$ cat src/rtl/io_sw_debounce.sv
// io_sw_debounce: two-flop synchronizer plus per-bit stability counter for
// the board slide switches. Produces a 32-bit zero-extended switch word for
// the load/store unit.
// Optional edge pulses (sw_rise_o/sw_fall_o/sw_change_o) are built only when
// IO_SW_DEBOUNCE_EDGE_EN is defined; otherwise those outputs are tied to 0.
module io_sw_debounce #(
  parameter int unsigned NUM_SW       = 17,
  parameter int unsigned DEBOUNCE_CYC = 50000
) (
  input  logic              clk_i,
  input  logic              rst_i,
  input  logic [NUM_SW-1:0] sw_raw_i,
  output logic [31:0]       io_sw_o,
  output logic [NUM_SW-1:0] sw_rise_o,
  output logic [NUM_SW-1:0] sw_fall_o,
  output logic              sw_change_o
);

  localparam int unsigned      CNT_W   = $clog2(DEBOUNCE_CYC);
  localparam logic [CNT_W-1:0] CNT_MAX = CNT_W'(DEBOUNCE_CYC - 1);

  logic [NUM_SW-1:0] sync1_q;
  logic [NUM_SW-1:0] sync2_q;
  logic [NUM_SW-1:0] stable_q;
  logic [NUM_SW-1:0] settle;
  logic [CNT_W-1:0]  cnt_q [NUM_SW];

  // Two-flop synchronizer; only sync2_q is used downstream
  always_ff @(posedge clk_i) begin
    if (rst_i) begin
      sync1_q <= '0;
      sync2_q <= '0;
    end else begin
      sync1_q <= sw_raw_i;
      sync2_q <= sync1_q;
    end
  end

  // A bit settles when it has differed from stable for DEBOUNCE_CYC cycles
  always_comb begin
    settle = '0;
    for (int unsigned b = 0; b < NUM_SW; b++) begin
      settle[b] = (sync2_q[b] != stable_q[b]) && (cnt_q[b] == CNT_MAX);
    end
  end

  // Per-bit stability counters and debounced levels; counter clears at its
  // terminal value so it can never wrap
  always_ff @(posedge clk_i) begin
    if (rst_i) begin
      stable_q <= '0;
      for (int unsigned b = 0; b < NUM_SW; b++) begin
        cnt_q[b] <= '0;
      end
    end else begin
      for (int unsigned b = 0; b < NUM_SW; b++) begin
        if (sync2_q[b] == stable_q[b]) begin
          cnt_q[b] <= '0;
        end else if (settle[b]) begin
          cnt_q[b]    <= '0;
          stable_q[b] <= sync2_q[b];
        end else begin
          cnt_q[b] <= cnt_q[b] + CNT_W'(1);
        end
      end
    end
  end

  assign io_sw_o = 32'(stable_q);

`ifdef IO_SW_DEBOUNCE_EDGE_EN
  logic [NUM_SW-1:0] rise_q;
  logic [NUM_SW-1:0] fall_q;

  // Pulses register on the same edge stable updates, so they line up with
  // the first cycle io_sw_o shows the new level
  always_ff @(posedge clk_i) begin
    if (rst_i) begin
      rise_q <= '0;
      fall_q <= '0;
    end else begin
      rise_q <= settle & sync2_q;
      fall_q <= settle & ~sync2_q;
    end
  end

  assign sw_rise_o   = rise_q;
  assign sw_fall_o   = fall_q;
  assign sw_change_o = |{rise_q, fall_q};
`else
  assign sw_rise_o   = '0;
  assign sw_fall_o   = '0;
  assign sw_change_o = 1'b0;
`endif

endmodule

$ cat config.mk
export PLATFORM = sky130hd
export DESIGN_NAME = io_sw_debounce
export DESIGN_NICKNAME = d
export VERILOG_FILES = /design/src/rtl/io_sw_debounce.sv
export SDC_FILE = /design/constraint.sdc
export NUM_CORES = 1
export LEC_CHECK = 0
export CAP_MARGIN = 20
export CORE_MARGIN = 1
export CORE_UTILIZATION = 40
export DETAILED_ROUTE_END_ITERATION = 16
export PLACE_DENSITY = 0.61
export SYNTH_ARGS = -nofsm -noshare
export SYNTH_HDL_FRONTEND = slang
export SYNTH_SLANG_ARGS = --single-unit
$ cat constraint.sdc
create_clock -name clk_i -period 4.45 [get_ports clk_i]
set_input_delay 0.6675 -clock clk_i [delete_from_list [all_inputs] [get_ports clk_i]]
set_output_delay 0.6675 -clock clk_i [all_outputs]
set_load 0.02 [all_outputs]
==> results by group <==
Clock network
  – Total CTS buffers: 39
  – Clock buffer depth: 3
  – Clk sinks: 323
  – Worst-path clk slew: ~50 ps
  – CTS root buf: clkbuf_16
  – Clock Latency Late Sink: 530 ps
  – CTS tree: built
  – CTS resizes: 0
  – Hold buffers post-CTS: 0
  – Max H-tree Level: 2
  – Setup bufs post-CTS: 0

Synthesis
  – #FFs+latches synth: about 320
  – Primary FF master, synth: edfxtp_1
  – Post-synth ARST share: 0%
  – Number of flops mapped to enable cells by yosys: 272
  – Cell count after synthesis: around 1600
  – Synth cell types: 44
  – Synth warn: 0
  – Netlist Area Pre-Place: roughly 17000 sq um
  – Avg Cell Area, Syn: 10.7 sq um
  – Share of the yosys chip area belonging to registers: between 50% and 60%

STA
  – Clock skew: 13.3 ps
  – Final Hold Vio Count: 0
  – Crit share post-route: 53.0%
  – Max-slew headroom: 55.6%
  – Max Transition Viols Final: 0
  – Least-Margin Pin Slew: between 600 and 700 ps
  – Min Tclk post-route: 2360 ps
  – RSZ-0062 raised after global routing: false
  – Endpoints failing setup: 0
  – Fmax achieved: 424 MHz
  – Total negative slack: 0 ps
  – Final worst-path setup slack: 2090 ps

Die
  – Die X-Extent: 207 um
  – Io pins: 86
  – Initial Utilization: 40.8%
  – Core Rows: 74
  – Core Area: 41200 sq um
  – Chip Height: 207 um
  – Die area: roughly 43000 sq um

Worst setup path
  – CP peak stage delay: roughly 550 ps
  – Crit path DAT: 2600 ps
  – Startpoint types: register
  – Crit-path slowest cell: o21ai_2
  – Critical path endpoint category: register
  – Crit-path cells: nor4b_1, or4b_1, o21ai_2, nor2_1
  – Crit path kind: register to register
  – CP required: 4690 ps
  – Top fanout value on the critical path: 16

Placement
  – Placed insts: ~2400
  – Pre-CTS setup slack: 2060 ps
  – RePlAce Congestion: about 0.8
  – Port Buffers: 35
  – Post-DP HPWL: 19700 um

Global route
  – Total congestion overflow: 0
  – First-pass GRT wire length: ~50000 um
  – GRT Total Usage: 13.7%
  – Pin count of the biggest net entering global routing: 37
  – Antenna violations before repair: 0
  – Number of global-route vias before repair: around 11000

Drt
  – Vias per cell: 4.70
  – DR pass1 iterations: 5
  – DR vias: 11500
  – Post-route ant nets: 0
  – Total wire length: 28900 um
  – # DRC: 0
  – WL per Instance: 11.8 um
  – Drt first-iter violations: 632

Layout
  – Area grow syn2layout: 17.9%
  – Filler cell count: 3829
  – Layout Nets: approximately 1900
  – Fraction of layout cells with a size suffix above 1: 4.00%
  – Post-layout util: 48.2%
  – # diodes: 0
  – Finished Layout Cells: 2456

Run
  – Max-Cap Viols: 0

Power
  – PD cells: 354 nW/um^2
  – VDD IR-drop max: 261 uV
  – Leakage power: 6.82 nW

Worst hold path
  – Worst Hold Class: register to register

Status
  – Status: finished, final reports clean
-- layout by cell type, fill, tap and decap left out, drive strengths merged, types with 5 or more instances in the layout --
cell type	synthesis	routed
o21ai	16	16
inv	57	58
nand2	64	64
nand4	81	81
conb	2	322
xor2	47	47
nor4b	8	8
clkinv	0	8
nor4bb	17	17
nor2b	38	38
ha	17	17
edfxtp	272	272
nand4b	5	5
nor2	299	299
o31ai	5	5
and3	18	18
a21oi	11	11
buf	60	5
xnor2	199	199
mux2i	11	11
nor3	64	64
clkdlybuf4s50	0	34
and4	12	12
dfxtp	51	51
nand3	80	80
or3	11	11
nor4	74	74
or4	15	15
clkbuf	25	60
-- worst max-delay path: cells and delay by family (launching register included) --
kind | cells | cell delay, ps
AO/OA/AOI/OAI | 1 | 550
flip-flops | 1 | 450
AND/OR/NAND/NOR | 3 | 1070
-- routing by layer --
layer  vias to the layer above  GRT usage (%)  wire length [um]
met2                       141           22.3             13200
met5                         -              0                 0
met1                      5397           18.3             14100
met3                        45           2.47               978
li1                       5955              -                 -
met4                         0           4.58               655
-- cells in the mapped netlist (5+ instances only) --
master / n / share of area, %
o21ai_0: 10 / 0.30
nand2_1: 62 / 1.4
and4_1: 12 / 0.62
o31ai_1: 5 / 0.22
nor4bb_1: 17 / 1.0
nand4_1: 81 / 3.0
inv_1: 57 / 1.3
nand4b_1: 5 / 0.26
mux2i_1: 11 / 0.65
ha_1: 17 / 1.3
and3_1: 18 / 0.67
a21oi_1: 11 / 0.33
nor3_1: 64 / 1.9
xnor2_1: 199 / 10
or3_1: 11 / 0.41
nor4b_1: 8 / 0.42
nor4_1: 74 / 2.8
nor2b_1: 38 / 1.4
nand3_1: 80 / 2.4
edfxtp_1: 272 / 49
xor2_1: 47 / 2.4
nor2_1: 298 / 6.6
clkbuf_1: 25 / 0.56
or4_1: 11 / 0.49
dfxtp_1: 51 / 6.1
buf_4: 52 / 2.3
-- logic make-up after synthesis --
| logic type | Yosys count | share of synthesized area, % |
|---|---|---|
| compound gates | 36 | 1.52 |
| buf+inv | 142 | 4.51 |
| fa+ha+maj | 17 | 1.26 |
| xor+xnor | 246 | 12.8 |
| other cells | 2 | 0.0446 |
| mux | 11 | 0.654 |
| flops | 323 | 54.6 |
| simple gates | 802 | 24.6 |
-- state kept, by name, summed over array words and instances, names as in the netlist --
register and count:
cnt_q 272, stable_q 17, sync1_q 17, sync2_q 17
-- where the power goes --
group	total (mW)	leakage [nW]	internal, mW	switching (mW)
clock	3.19	0.642	1.96	1.23
combinational	0.308	2.95	0.120	0.189
sequential	3.54	3.22	3.40	0.132
-- layout make-up --
cell class / count / area (sq um) / share of cell area, %
multi-input cells: 1434 / 8080 / 40.7
inverters: 57 / 214 / 1.08
flip-flops and latches: 323 / 9190 / 46.3
clock buffers: 60 / 1230 / 6.20
clock inverters: 11 / 80.1 / 0.404
repair buffers: 39 / 378 / 1.90
well taps: 532 / 666 / 3.36
-- final timing paths --
| check | slack [ps] | to | depth (start not counted) | startpoint |
|---|---|---|---|---|
| worst max register to register | 2090 | cnt_q[1][11] | 4 | cnt_q[1][11] |
| worst max-delay path | 2090 | cnt_q[1][11] | 4 | cnt_q[1][11] |
| worst min register to register | 430 | sync2_q[11] | 1 | sync1_q[11] |
| worst min-delay path | 430 | sync2_q[11] | 1 | sync1_q[11] |
-- metrics by stage --
step	cell area, sq um	total power, mW	hold slack (ps)
5_1_grt	19800	7.32	448
4_1_cts	19800	7.14	435
6_report	19800	7.03	432
2_1_floorplan	18000	3.85	414
3_5_place_dp	18500	3.90	421
3_3_place_gp	18500	3.89	418
Note: power is estimated with default switching activity, not from simulation.
